File: config.mk
export PLATFORM = sky130hd
export DESIGN_NAME = timer_dev
export DESIGN_NICKNAME = d
export VERILOG_FILES = /design/src/rtl/timer_dev.sv
export SDC_FILE = /design/constraint.sdc
export NUM_CORES = 1
export LEC_CHECK = 0
export BUFFER_PORTS_ARGS = -buffer_cell sky130_fd_sc_hd__buf_2
export CORE_MARGIN = 8
export CORE_UTILIZATION = 45
export DETAILED_ROUTE_END_ITERATION = 10
export PLACE_DENSITY = 0.72
export REMOVE_ABC_BUFFERS = 1
export SYNTH_ARGS = -nofsm -noshare
export SYNTH_HDL_FRONTEND = slang
export SYNTH_SLANG_ARGS = --single-unit
File: constraint.sdc
create_clock -name clk -period 2.4 [get_ports clk]
set_clock_uncertainty 0.15 [all_clocks]
set_input_delay 0.24 -clock clk [delete_from_list [all_inputs] [get_ports clk]]
set_output_delay 0.24 -clock clk [all_outputs]
set_load 0.03 [all_outputs]
File: src/rtl/timer_dev.sv
// timer_dev: bus-mapped countdown timer with one-shot latched irq or auto-reload pulse irq.
module timer_dev #(
  parameter int CNT_W = 32
) (
  input  logic        clk,
  input  logic        reset,
  input  logic [1:0]  addr,
  input  logic        we,
  input  logic [3:0]  be,
  input  logic [31:0] wd,
  output logic [31:0] rd,
  output logic        irq
);
  typedef enum logic [1:0] {S_IDLE, S_LOAD, S_CNT, S_INT} state_e;
  state_e           state_q, state_d;
  logic [3:0]       ctrl_q, ctrl_d;
  logic [CNT_W-1:0] preset_q, preset_d, count_q, count_d;
  logic             pend_q, pend_d, en_d, auto_q, wr_ctrl, wr_pre;
  assign auto_q  = ctrl_q[2:1] == 2'b01;
  assign wr_ctrl = we && be == 4'hf && addr == 2'd0;
  assign wr_pre  = we && be == 4'hf && addr == 2'd1;
  assign irq     = pend_q & ctrl_q[3];
  always_comb begin
    state_d = state_q;
    count_d = count_q;
    en_d    = ctrl_q[0];
    pend_d  = auto_q ? 1'b0 : pend_q;
    case (state_q)
      S_IDLE: state_d = ctrl_q[0] ? S_LOAD : S_IDLE;
      S_LOAD: begin
        count_d = preset_q;
        state_d = S_CNT;
      end
      S_CNT: begin
        state_d = !ctrl_q[0] ? S_IDLE : count_q <= CNT_W'(1) ? S_INT : S_CNT;
        count_d = !ctrl_q[0] ? count_q : count_q <= CNT_W'(1) ? '0 : count_q - CNT_W'(1);
      end
      default: begin
        pend_d  = 1'b1;
        en_d    = auto_q;
        state_d = S_IDLE;
      end
    endcase
    // bus writes override whatever the FSM decided this edge
    ctrl_d   = wr_ctrl ? wd[3:0] : {ctrl_q[3:1], en_d};
    preset_d = wr_pre ? wd[CNT_W-1:0] : preset_q;
    pend_d   = (wr_ctrl || wr_pre) ? 1'b0 : pend_d;
  end
  always_ff @(posedge clk) begin
    if (reset) begin
      state_q  <= S_IDLE;
      ctrl_q   <= '0;
      preset_q <= '0;
      count_q  <= '0;
      pend_q   <= 1'b0;
    end else begin
      state_q  <= state_d;
      ctrl_q   <= ctrl_d;
      preset_q <= preset_d;
      count_q  <= count_d;
      pend_q   <= pend_d;
    end
  end
  always_comb
    rd = addr == 2'd0 ? 32'(ctrl_q) :
         addr == 2'd1 ? 32'(preset_q) :
         addr == 2'd2 ? 32'(count_q) : 32'h0;
endmodule
Yosys cells after proc, flatten, opt, wreduce, memory -nomap -nowiden
Cells that the tools add are included.
Word-level totals
  logic and storage cells: 42
  input port bits: 41
  output and inout bits: 33
  bits in registers: 71
Operators by class
  order comparisons: 1
  equal/unequal tests: 9
  reduce and logical (&&, ||, !) cells: 10
  add/subtract/negate cells: 1
  bitwise gates (word level): 1
  muxes and demuxes: 14
Operators by type and width (count)
  2-to-1 mux 32 bit: 5
  one-hot mux 32 bit (2 select lines): 1
  less-or-equal comparator 32 x 1 -> 1 bit, second input constant: 1
  subtractor 32 x 1 -> 32 bit, second input constant: 1
  equality test 2 x 1 -> 1 bit, second input constant: 3
  2-to-1 mux 1 bit: 6
  one-hot mux 2 bit (3 select lines): 1
  equality test 2 bit, second input constant: 2
  equality test 4 bit, second input constant: 1
  logical NOT 2 bit: 2
  inequality test 2 x 1 -> 1 bit, second input constant: 2
  logical AND 1 bit: 3
  OR reduction 3 bit: 1
  2-to-1 mux 2 bit: 1
  inequality test 2 bit, second input constant: 1
  AND reduction 2 bit: 1
  nonzero test 2 bit: 1
  OR reduction 2 bit: 1
  bitwise AND 1 bit: 1
  logical OR 1 bit: 1

Longest topological paths before layout
Gate-level depths: netlist (run 1).
  word-level depth: 5
  depth in mapped cells: 8
  gate-level depth less buffers: 7

Worst setup path before layout (run 1)
OpenSTA, ideal clock, no wires.
  path kind: reg2reg
  start point: register count_q[16]
  end point: register count_q[4]
  arrival time: 2.017 ns
  path buffers: 3
  setup time: 0.135 ns
  stages on the path, launching flop included: 9
  data required time: 2.115 ns
  clock period less this slack: 2.302 ns
  slack: 0.098 ns
  path through: dfxtp_1 -> buf_6 -> or4_4 -> buf_6 -> nor4_4 -> a31oi_2 -> buf_2 -> a32oi_1 -> o32ai_1
On the way
  longest elaborated chain between the ends: 4
RTL lines
  start, declared: line 17  | logic [CNT_W-1:0] preset_q, preset_d, count_q, count_d;
  start signal, assigned: line 60  | count_q <= count_d;
  less-or-equal comparator 32 x 1 -> 1 bit: line 36  | count_d = !ctrl_q[0] ? count_q : count_q <= CNT_W'(1) ? '0 : count_q - CNT_W'(1);
  2-to-1 mux 32 bit (2 in series): line 36
  one-hot mux 32 bit (2 select lines): line 28  | case (state_q)
No other way between the ends. The select of a mux whose other input is x is not followed.
A chain may end at the register's enable or synchronous reset.

Worst setup path after layout (run 1)
  start point: register count_q[21]
  end point: register count_q[12]
The elaborated chain is that of the path after synthesis.

==> flow_metrics.py, run 1 <==
metrics = {
    "status": {
        "run_status": "completed",
    },
    "pwr": {
        "power.density_cell_area_nw_per_um2": 471,
        "ir_worst_vdd_mv": 0.308,
        "p_leak_nw": 2.13,
        "design_power_total_mw": 2.42,
    },
    "grt": {
        "groute.usage.overall_pct": 20.3,
        "first_pass_grt_wire_length_mm": 19.9,
        "grt_antenna_before_repair": 0,
        "number_of_global_route_vias_before_repair": 4110,
        "overflow": 0,
        "grt_start_max_net_pins": 34,
    },
    "floorplanning": {
        "initial_utilization_pct": 46.0,
        "core-area_um2": 8640,
        "die_h_um": 110,
        "placement_rows": 34,
        "x_dimension_of_the_die_um": 110,
        "die_area_um2": 12100,
        "floorplan.io_pins": 74,
    },
    "synth": {
        "netlist_area_um2": 3980,
        "netlist_top_cells_area": "sky130_fd_sc_hd__dfxtp_1, sky130_fd_sc_hd__nand2_1, sky130_fd_sc_hd__a21oi_1",
        "yosys_most_used_dff": "sky130_fd_sc_hd__dfxtp_1",
        "ys_types": 58,
        "avgSynthCellArea_um2": 7.77,
        "synth-seq-area-share_pct": 35.7,
        "synth_top_cell_by_area": "sky130_fd_sc_hd__dfxtp_1",
        "yosys_warnings": 0,
        "netlist_instances": 512,
        "yosys_register_bits": 71,
        "synth_top_cell_area_share_pct": 35.7,
        "asyncSetResetFlopFracSynth_pct": 0,
        "post_synth_edffs": 0,
    },
    "hold_path": {
        "hold_depth": 3,
        "worst_hold_startpoint": "addr[1]",
        "hp-class": "in2reg",
    },
    "clock_network": {
        "clk_transition_reported_paths_ns": 0.08,
        "clockRootBuffer": "sky130_fd_sc_hd__clkbuf_8",
        "cts.path.max_buffers": 2,
        "worst_skew_pair_later_pin_latency_ns": 0.35,
        "cts_tree": "yes",
        "postCtsSetupRepairBufs": 0,
        "clock-sinks": 71,
        "cts-buffers-inserted": 9,
        "cts.htree.levels": 3,
    },
    "worst_setup_path": {
        "crit-reg2reg-launch": "count_q[21]",
        "cp_max_delay_cell": "sky130_fd_sc_hd__or4_4",
        "critPathRequiredTime_ns": 2.49,
        "cp_data_arrival_time_ns": 2.36,
        "critPathBufInv": 1,
        "critPathCaptureType": "register",
        "worstSetupPathType": "reg2reg",
        "r2r.worst_path.cells": 6,
        "cpLargestDelayFamily": "simple AND/OR/NAND/NOR gates",
        "timing.critical_path.from_type": "register",
        "critical_path.startpoint": "count_q[21]",
        "worst_path_largest_cell_delay_ns": 0.56,
        "critPathMaxFanout": 18,
        "crit_path_cell_trace": "or4_4, nor4_4, a31oi_2, buf_4, a32oi_1, o22ai_1",
        "cp_num_cells": 6,
    },
    "timing": {
        "totalNegativeSetupSlack_ns": 0,
        "finalSetupViolations": 0,
        "relSlewSlack_pct": 51.7,
        "final_clock_period_utilization_by_the_worst_path_pct": 94.7,
        "worst_hold_margin_ns": 0.138,
        "actual_transition_at_the_worst_max_transition_pin_ns": 0.719,
        "rsz0062_at_grt": "no",
        "maxSlewViolCount": 0,
        "max_clock_freq_ghz": 0.440,
        "hold_viol": 0,
        "layout_min_cycle_time_ns": 2.27,
    },
    "place": {
        "place_hpwl_mm": 8.51,
        "port_buffer_count": 73,
        "gp_congestion": 0.886,
        "place_area_um2": 4570,
    },
    "cells_and_area": {
        "layout_commonest_cell": "sky130_fd_sc_hd__nand2_1",
        "finalNetCount": 664,
        "layout-drive-gt1-share_pct": 23.2,
        "design_area_um2": 5140,
        "insertedDiodeCount": 0,
        "layout.cells.most_common_list": "sky130_fd_sc_hd__nand2_1, sky130_fd_sc_hd__buf_2, sky130_fd_sc_hd__dfxtp_1",
        "nFillCells": 823,
        "area.growth.synth_to_final_pct": 29.2,
    },
    "detailed_routing": {
        "wirelength_mm": 12.1,
        "drc_violation_count_after_routing": 0,
        "route.detailed.wl_per_inst_um": 16.5,
        "final_antenna_net_count": 0,
        "drt_first_iter_violations": 228,
        "drtPass1Iterations": 5,
        "post_drt_via_cell_ratio": 5.90,
        "detailroute.via_count": 4330,
    },
    "run": {
        "max-cap-violations": 0,
    },
}
-- worst paths after layout --
check / end / slack (ns)
hold reg to reg: preset_q[8] / 0.32
setup reg to reg: count_q[12] / 0.13
setup / recovery: count_q[12] / 0.13
hold / removal: pend_q / 0.14
-- power breakdown --
group	switching [mW]	internal [mW]	total, mW
sequential	0.00247	1.18	1.18
combinational	0.0737	0.0781	0.152
clock	0.444	0.642	1.09
-- through the flow --
stage          util, %  setup slack (ns)  cells
3_5_place_dp      53.0            0.0772    686
4_1_cts           59.3            0.0688    734
6_report          59.5             0.128    734
3_3_place_gp      53.0             0.123    686
5_1_grt           59.5           0.00857    734
2_1_floorplan        -             -1.18    468
-- area by class of cell --
cell class / instances / area (um^2) / area share, %
clock inverter: 3 / 65.1 / 1.27
multi-input combinational: 386 / 2340 / 45.6
sequential: 71 / 1420 / 27.7
inverter: 11 / 41.3 / 0.804
clock buffer: 13 / 159 / 3.09
tap: 108 / 135 / 2.63
timing repair buffer: 142 / 976 / 19.0
-- worst register-to-register path, cell delays in order, from the launching register on --
cell and delay [ns]:
sky130_fd_sc_hd__dfxtp_1 0.34, sky130_fd_sc_hd__or4_4 0.56, sky130_fd_sc_hd__nor4_4 0.34, sky130_fd_sc_hd__a31oi_2 0.17, sky130_fd_sc_hd__buf_4 0.24, sky130_fd_sc_hd__a32oi_1 0.24
sky130_fd_sc_hd__o22ai_1 0.11
-- kinds of logic after synthesis --
kind of cell | Yosys count | synth area share, %
AO/OA/AOI/OAI | 164 | 28.1
AND/OR/NAND/NOR | 211 | 27.0
flip-flops | 71 | 35.7
multiplexers | 9 | 2.27
buffers and inverters | 55 | 6.26
adder cells (fa/ha/maj) | 2 | 0.629
-- state kept, by name, indices dropped and copies added (netlist names) --
signal    flops
count_q      32
ctrl_q        4
state_q       2
pend_q        1
preset_q     32
-- synthesized netlist by cell type, types with 3 or more instances --
| library cell | instances |
|---|---|
| sky130_fd_sc_hd__clkbuf_1 | 34 |
| sky130_fd_sc_hd__a22oi_1 | 7 |
| sky130_fd_sc_hd__a21oi_1 | 56 |
| sky130_fd_sc_hd__mux2i_1 | 9 |
| sky130_fd_sc_hd__or3_1 | 3 |
| sky130_fd_sc_hd__buf_2 | 4 |
| sky130_fd_sc_hd__nand4_1 | 7 |
| sky130_fd_sc_hd__a22o_1 | 27 |
| sky130_fd_sc_hd__nand2b_1 | 6 |
| sky130_fd_sc_hd__nor4_2 | 3 |
| sky130_fd_sc_hd__a32oi_1 | 7 |
| sky130_fd_sc_hd__and3_1 | 9 |
| sky130_fd_sc_hd__nand3_1 | 14 |
| sky130_fd_sc_hd__nor2_1 | 21 |
| sky130_fd_sc_hd__o32ai_1 | 5 |
| sky130_fd_sc_hd__buf_4 | 3 |
| sky130_fd_sc_hd__inv_1 | 11 |
| sky130_fd_sc_hd__a221oi_1 | 4 |
| sky130_fd_sc_hd__nor2b_1 | 5 |
| sky130_fd_sc_hd__dfxtp_1 | 71 |
| sky130_fd_sc_hd__o211ai_1 | 5 |
| sky130_fd_sc_hd__o22ai_1 | 7 |
| sky130_fd_sc_hd__nor4_1 | 9 |
| sky130_fd_sc_hd__o21ai_0 | 12 |
| sky130_fd_sc_hd__a211oi_1 | 3 |
| sky130_fd_sc_hd__nand2_1 | 96 |
| sky130_fd_sc_hd__and2_1 | 3 |
| sky130_fd_sc_hd__nand3b_1 | 3 |
| sky130_fd_sc_hd__nor3_1 | 15 |
| sky130_fd_sc_hd__a31oi_1 | 15 |
-- routing by layer --
layer  part of all wire (%)  GRT usage, %  up-vias
met2                     46          32.7      184
met5                      0             0        -
met4                    1.3          6.08        0
li1                       -             -     2125
met3                    8.0          4.83       18
met1                     44          26.3     2003
-- repair_timing --
action / 4_1_cts / 5_1_grt
resized for setup: 0 / 5
endpoints found under the setup margin: 0 / 5
endpoints found under the hold margin: 33 / 0
hold buffers: 32 / 0
No activity file was read; power rests on OpenSTA's default activity.
==> inputs of run 2 (changes only) <==
--- a/config.mk
+++ b/config.mk
@@ -5,11 +5,12 @@
 export SDC_FILE = /design/constraint.sdc
 export NUM_CORES = 1
 export LEC_CHECK = 0
+export ABC_CLOCK_PERIOD_IN_PS = 2400
 export BUFFER_PORTS_ARGS = -buffer_cell sky130_fd_sc_hd__buf_2
 export CORE_MARGIN = 8
-export CORE_UTILIZATION = 45
+export CORE_UTILIZATION = 43
 export DETAILED_ROUTE_END_ITERATION = 10
-export PLACE_DENSITY = 0.72
+export PLACE_DENSITY = 0.7
 export REMOVE_ABC_BUFFERS = 1
 export SYNTH_ARGS = -nofsm -noshare
 export SYNTH_HDL_FRONTEND = slang
==> constraint.sdc (replaced) <==
create_clock -name clk -period 2.4 [get_ports clk]
set_clock_uncertainty 0.15 [all_clocks]
set_input_delay 0.24 -clock clk [delete_from_list [all_inputs] [get_ports clk]]
set_output_delay 0.24 -clock clk [all_outputs]
set_load 0.01 [all_outputs]
==> run 2 against run 1 <==
Compared with the run above: combinational power barely moved; core utilization fell by 3.1 points; sequential power barely moved; worst setup slack got worse by 0.030 ns; via count fell by 0.37%; clock power fell by 12%; largest power group unchanged; highest routed layer unchanged.
==> flow_metrics.py, run 2 (synthesis gave the netlist of run 1 again) <==
metrics = {
    "worst_setup_path": {
        "worst_path_largest_cell_delay_ns": 0.60,
        "worstSetupPathType": "reg2reg",
        "ff2ff_setup_slack_ns": 0.1,
        "r2r.worst_path.cells": 6,
        "timing.critical_path.from_type": "register",
        "r2r_end": "count_q[25]",
        "critPathRequiredTime_ns": 2.48,
        "cp_max_delay_cell": "sky130_fd_sc_hd__or4_2",
        "cp_data_arrival_time_ns": 2.38,
        "critPathMaxFanout": 10,
        "critPathCaptureType": "register",
        "crit-reg2reg-launch": "count_q[4]",
        "crit_path_cell_trace": "nor4_2, buf_4, nand4_1, or4_2, a21oi_1, o22ai_1",
    },
    "grt": {
        "number_of_global_route_vias_before_repair": 4266,
        "groute.usage.overall_pct": 19.3,
        "first_pass_grt_wire_length_mm": 20.5,
        "overflow": 0,
        "grt_antenna_before_repair": 0,
        "grt_start_max_net_pins": 51,
    },
    "detailed_routing": {
        "post_drt_via_cell_ratio": 5.84,
        "drc_violation_count_after_routing": 0,
        "route.detailed.wl_per_inst_um": 16.6,
        "detailroute.via_count": 4314,
        "drt_first_iter_violations": 339,
        "drtPass1Iterations": 5,
        "wirelength_mm": 12.3,
        "final_antenna_net_count": 0,
    },
    "pwr": {
        "relative_contribution_of_sequential_cells_to_total_power_pct": 51.5,
        "p_int_mw": 1.74,
        "power.density_cell_area_nw_per_um2": 446,
        "ir_worst_vdd_mv": 0.260,
        "p_leak_nw": 2.11,
        "design_power_total_mw": 2.29,
        "share_comb_of_total_power_pct": 6.6,
        "power.switching_mw": 0.557,
        "sw_share_pct": 24.3,
        "clock_power_share_pct": 41.9,
    },
    "cells_and_area": {
        "insertedDiodeCount": 0,
        "finalNetCount": 666,
        "layout_commonest_cell": "sky130_fd_sc_hd__nand2_1",
        "layout-drive-gt1-share_pct": 23.9,
        "layout.cells.most_common_list": "sky130_fd_sc_hd__nand2_1, sky130_fd_sc_hd__buf_2, sky130_fd_sc_hd__dfxtp_1",
        "area.sequential_um2": 1420,
        "area.growth.synth_to_final_pct": 29.3,
        "total_area_of_multi_input_combinational_cells_um2": 2340,
        "design_area_um2": 5140,
        "nFillCells": 880,
        "reg_top3": "count_q (32), preset_q (32), ctrl_q (4)",
    },
    "hold_path": {
        "hold_depth": 3,
        "hp-class": "in2reg",
        "worst_hold_startpoint": "addr[1]",
        "hold_critical_path_endpoint": "pend_q",
    },
    "run": {
        "max-cap-violations": 0,
    },
    "timing": {
        "finalSetupViolations": 0,
        "final_clock_period_utilization_by_the_worst_path_pct": 95.9,
        "fin_worst_setup_slack_ns": 0.0974,
        "worst_hold_margin_ns": 0.148,
        "rsz0062_at_grt": "no",
        "layout_min_cycle_time_ns": 2.30,
        "actual_transition_at_the_worst_max_transition_pin_ns": 0.727,
        "relSlewSlack_pct": 51.2,
        "hold_viol": 0,
        "maxSlewViolCount": 0,
        "max_clock_freq_ghz": 0.434,
        "totalNegativeSetupSlack_ns": 0,
    },
    "place": {
        "detailedPlace.worstSlack_ns": 0.0795,
        "place_hpwl_mm": 8.48,
        "place_area_um2": 4600,
        "port_buffer_count": 73,
        "gp_congestion": 0.929,
    },
    "floorplanning": {
        "placement_rows": 35,
        "x_dimension_of_the_die_um": 112,
        "core-area_um2": 9110,
        "floorplan.io_pins": 74,
        "die_area_um2": 12600,
        "initial_utilization_pct": 43.7,
        "die_h_um": 112,
    },
    "clock_network": {
        "worst_skew_pair_later_pin_latency_ns": 0.35,
        "clk_transition_reported_paths_ns": 0.07,
        "cts-buffers-inserted": 9,
        "clockRootBuffer": "sky130_fd_sc_hd__clkbuf_8",
        "cts_tree": "yes",
        "postCtsSetupRepairBufs": 0,
        "clock-sinks": 71,
        "cts.htree.levels": 3,
        "cts.path.max_buffers": 2,
    },
    "status": {
        "run_status": "completed",
    },
}
## run 2: through the flow
step / instances / util (%)
floorplan: 468 / -
global placement: 691 / 50.5
detailed placement: 691 / 50.5
CTS: 739 / 56.2
global route: 739 / 56.4
finish: 739 / 56.4
## run 2: final cells by class
cell class / count / area share (%)
clock buffer: 9 / 2.41
sequential: 71 / 27.7
tap: 111 / 2.70
multi-input combinational: 386 / 45.5
clock inverter: 7 / 1.44
inverter: 11 / 0.803
timing repair buffer: 144 / 19.5
## run 2: worst max path at each step
stage                            from           to  cells after the start
after floorplan            state_q[0]   count_q[9]                      5
after global placement    count_q[21]  count_q[30]                      5
after detailed placement  count_q[21]   count_q[1]                      6
after CTS                 count_q[21]   count_q[1]                      6
after global routing      count_q[11]  count_q[25]                      5
final                      count_q[4]  count_q[25]                      6
## run 2: what timing repair did
item	in CTS	in global routing
setup endpoints to repair	0	7
hold buffers	32	0
hold endpoints to repair	35	0
gates resized for setup	0	4
## run 2: power by group through the flow
stage	Clock, mW	Combinational, mW	Sequential (mW)
after floorplan	0	0.0304	1.21
after global placement	0	0.110	1.21
after detailed placement	0	0.112	1.21
after CTS	0.984	0.151	1.18
after global routing	1.04	0.163	1.18
final	0.961	0.151	1.18
## run 2: worst max-delay path: cells and delay by family (launching register included)
family | cells | cell delay, ns
buf+inv | 1 | 0.22
simple gates | 3 | 1.17
compound gates | 2 | 0.26
flops | 1 | 0.38
## run 2: layer usage
| metal | global-route usage (%) | share of wire, % |
|---|---|---|
| met1 | 23.9 | 44 |
| met2 | 32.3 | 48 |
| met3 | 4.51 | 6.6 |
| met4 | 6.21 | 1.4 |
| met5 | 0 | 0 |
==> inputs of run 3 (changes only) <==
--- a/config.mk
+++ b/config.mk
@@ -9,9 +9,10 @@
 export BUFFER_PORTS_ARGS = -buffer_cell sky130_fd_sc_hd__buf_2
 export CORE_MARGIN = 8
 export CORE_UTILIZATION = 43
+export CTS_CLUSTER_DIAMETER = 120
 export DETAILED_ROUTE_END_ITERATION = 10
+export HOLD_SLACK_MARGIN = 0.03
 export PLACE_DENSITY = 0.7
-export REMOVE_ABC_BUFFERS = 1
 export SYNTH_ARGS = -nofsm -noshare
 export SYNTH_HDL_FRONTEND = slang
 export SYNTH_SLANG_ARGS = --single-unit
==> run 3 against run 2 <==
Compared with the run above: clock power is 14% higher; via count is 3.7% higher; power is 6.2% higher; cell count is 0.54% higher; sequential cell count stayed put; sequential power hardly changed; maximum frequency is 0.86% higher; routed wire length is 5.4% higher; global-route usage is 1.1 points higher; critical path type unchanged.
==> flow_metrics.py, run 3 (synthesis gave the netlist of run 1 again) <==
metrics = {
    "status": {
        "run_status": "completed",
    },
    "clock_network": {
        "clock-sinks": 71,
        "cts.path.max_buffers": 2,
        "clockRootBuffer": "sky130_fd_sc_hd__clkbuf_8",
        "worst_skew_pair_later_pin_latency_ns": 0.35,
        "cts-buffers-inserted": 9,
        "clk_transition_reported_paths_ns": 0.08,
        "cts_tree": "yes",
        "cts.htree.levels": 3,
    },
    "detailed_routing": {
        "post_drt_via_cell_ratio": 6.02,
        "route.detailed.wl_per_inst_um": 17.4,
        "drt_first_iter_violations": 264,
        "final_antenna_net_count": 0,
        "wirelength_mm": 12.9,
        "drc_violation_count_after_routing": 0,
        "detailroute.via_count": 4474,
        "drtPass1Iterations": 5,
    },
    "worst_setup_path": {
        "cpLargestDelayFamily": "simple AND/OR/NAND/NOR gates",
        "cp_max_delay_cell": "sky130_fd_sc_hd__or3_2",
        "critPathCaptureType": "register",
        "worstSetupPathType": "reg2reg",
        "crit_path_cell_trace": "or3_2, nor4_4, a31oi_2, buf_4, a221oi_1, a211oi_1",
        "critPathRequiredTime_ns": 2.47,
        "critPathBufInv": 1,
        "cp_data_arrival_time_ns": 2.35,
        "critPathMaxFanout": 28,
        "timing.critical_path.from_type": "register",
        "worst_path_largest_cell_delay_ns": 0.52,
    },
    "floorplanning": {
        "initial_utilization_pct": 43.7,
        "x_dimension_of_the_die_um": 112,
        "placement_rows": 35,
        "core-area_um2": 9110,
        "floorplan.io_pins": 74,
        "die_h_um": 112,
        "die_area_um2": 12600,
    },
    "timing": {
        "rsz0062_at_grt": "no",
        "maxSlewViolCount": 0,
        "final_clock_period_utilization_by_the_worst_path_pct": 95.1,
        "totalNegativeSetupSlack_ns": 0,
        "max_clock_freq_ghz": 0.438,
        "finalSetupViolations": 0,
        "layout_min_cycle_time_ns": 2.28,
        "relSlewSlack_pct": 69.8,
        "hold_viol": 0,
        "actual_transition_at_the_worst_max_transition_pin_ns": 0.452,
    },
    "cells_and_area": {
        "layout-drive-gt1-share_pct": 24.2,
        "post_layout_nonfiller_instances": 743,
        "layout_commonest_cell": "sky130_fd_sc_hd__nand2_1",
        "insertedDiodeCount": 0,
        "area.growth.synth_to_final_pct": 30.6,
        "postLayoutCoreUtil_pct": 57.0,
        "finalNetCount": 670,
        "layout.cells.most_common_list": "sky130_fd_sc_hd__nand2_1, sky130_fd_sc_hd__buf_2, sky130_fd_sc_hd__dfxtp_1",
        "reg_top3": "count_q (32), preset_q (32), ctrl_q (4)",
    },
    "synth": {
        "synth_fp_nets": 555,
    },
    "pwr": {
        "design_power_total_mw": 2.44,
        "ir_worst_vdd_mv": 0.237,
        "p_leak_nw": 2.17,
        "power.density_cell_area_nw_per_um2": 469,
    },
    "run": {
        "max-cap-violations": 0,
    },
    "grt": {
        "overflow": 0,
        "grt_antenna_before_repair": 0,
        "grt_start_max_net_pins": 33,
        "first_pass_grt_wire_length_mm": 21.5,
        "number_of_global_route_vias_before_repair": 4413,
        "groute.usage.overall_pct": 20.4,
    },
    "place": {
        "place_hpwl_mm": 8.74,
        "place.detailed.instances": 693,
        "port_buffer_count": 73,
        "gp_congestion": 0.915,
    },
    "hold_path": {
        "hp-class": "in2reg",
    },
}
run 3: cell types whose count changed in the layout (fill, tap and decap cells not counted), sizes merged:
cell / change
buf: +4
bufinv: +1
clkinv: -1
clkinvlp: -2
clkbuf: +2
run 3: report_power, final:
part / leakage [nW] / switching (mW) / total (mW) / internal (mW)
logic: 1.48 / 0.0749 / 0.151 / 0.0763
registers: 0.572 / 0.00251 / 1.18 / 1.18
clock network: 0.112 / 0.463 / 1.10 / 0.640
run 3: through the flow:
stage / setup WS, ns / area, um^2 / hold slack, ns
2_1_floorplan: 0.0979 / 3980 / 0.226
3_3_place_gp: 0.130 / 4590 / 0.302
3_5_place_dp: 0.0760 / 4590 / 0.313
4_1_cts: 0.0544 / 5150 / 0.102
5_1_grt: 0.0213 / 5190 / 0.103
6_report: 0.117 / 5190 / 0.125
run 3: final timing paths:
kind	start	to	slack (ns)	depth (start not counted)
max	count_q[25]	count_q[1]	0.12	6
min	reset	preset_q[28]	0.12	2
max reg2reg	count_q[25]	count_q[1]	0.12	6
min reg2reg	preset_q[28]	preset_q[28]	0.32	2
run 3: timing repair:
action | 4_1_cts | 5_1_grt
endpoints found under the setup margin | 0 | 8
endpoints found under the hold margin | 36 | 0
resized for setup | 0 | 5
hold buffers | 32 | 0
setup buffers | 0 | 2
run 3: worst register-to-register path, stage by stage (launching register included):
cell	delay, ns
sky130_fd_sc_hd__dfxtp_1	0.35
sky130_fd_sc_hd__or3_2	0.52
sky130_fd_sc_hd__nor4_4	0.36
sky130_fd_sc_hd__a31oi_2	0.13
sky130_fd_sc_hd__buf_4	0.25
sky130_fd_sc_hd__a221oi_1	0.31
sky130_fd_sc_hd__a211oi_1	0.09
run 3: layout make-up:
cell class | instances | area [um^2]
Timing Repair Buffer | 148 | 1010
Multi-Input combinational cell | 386 | 2350
Clock buffer | 11 | 151
Sequential cell | 71 | 1420
Fill cell | 875 | 3920
Inverter | 11 | 41.3
Clock inverter | 5 | 80.1
Tap cell | 111 | 139
run 3: layer usage:
layer | up-vias | GRT usage (%) | routed length, um
met5 | - | 0 | 0
met1 | 2133 | 24.1 | 5540
met2 | 184 | 35.5 | 6380
met4 | 0 | 8.99 | 305
met3 | 29 | 3.54 | 701
li1 | 2128 | - | -
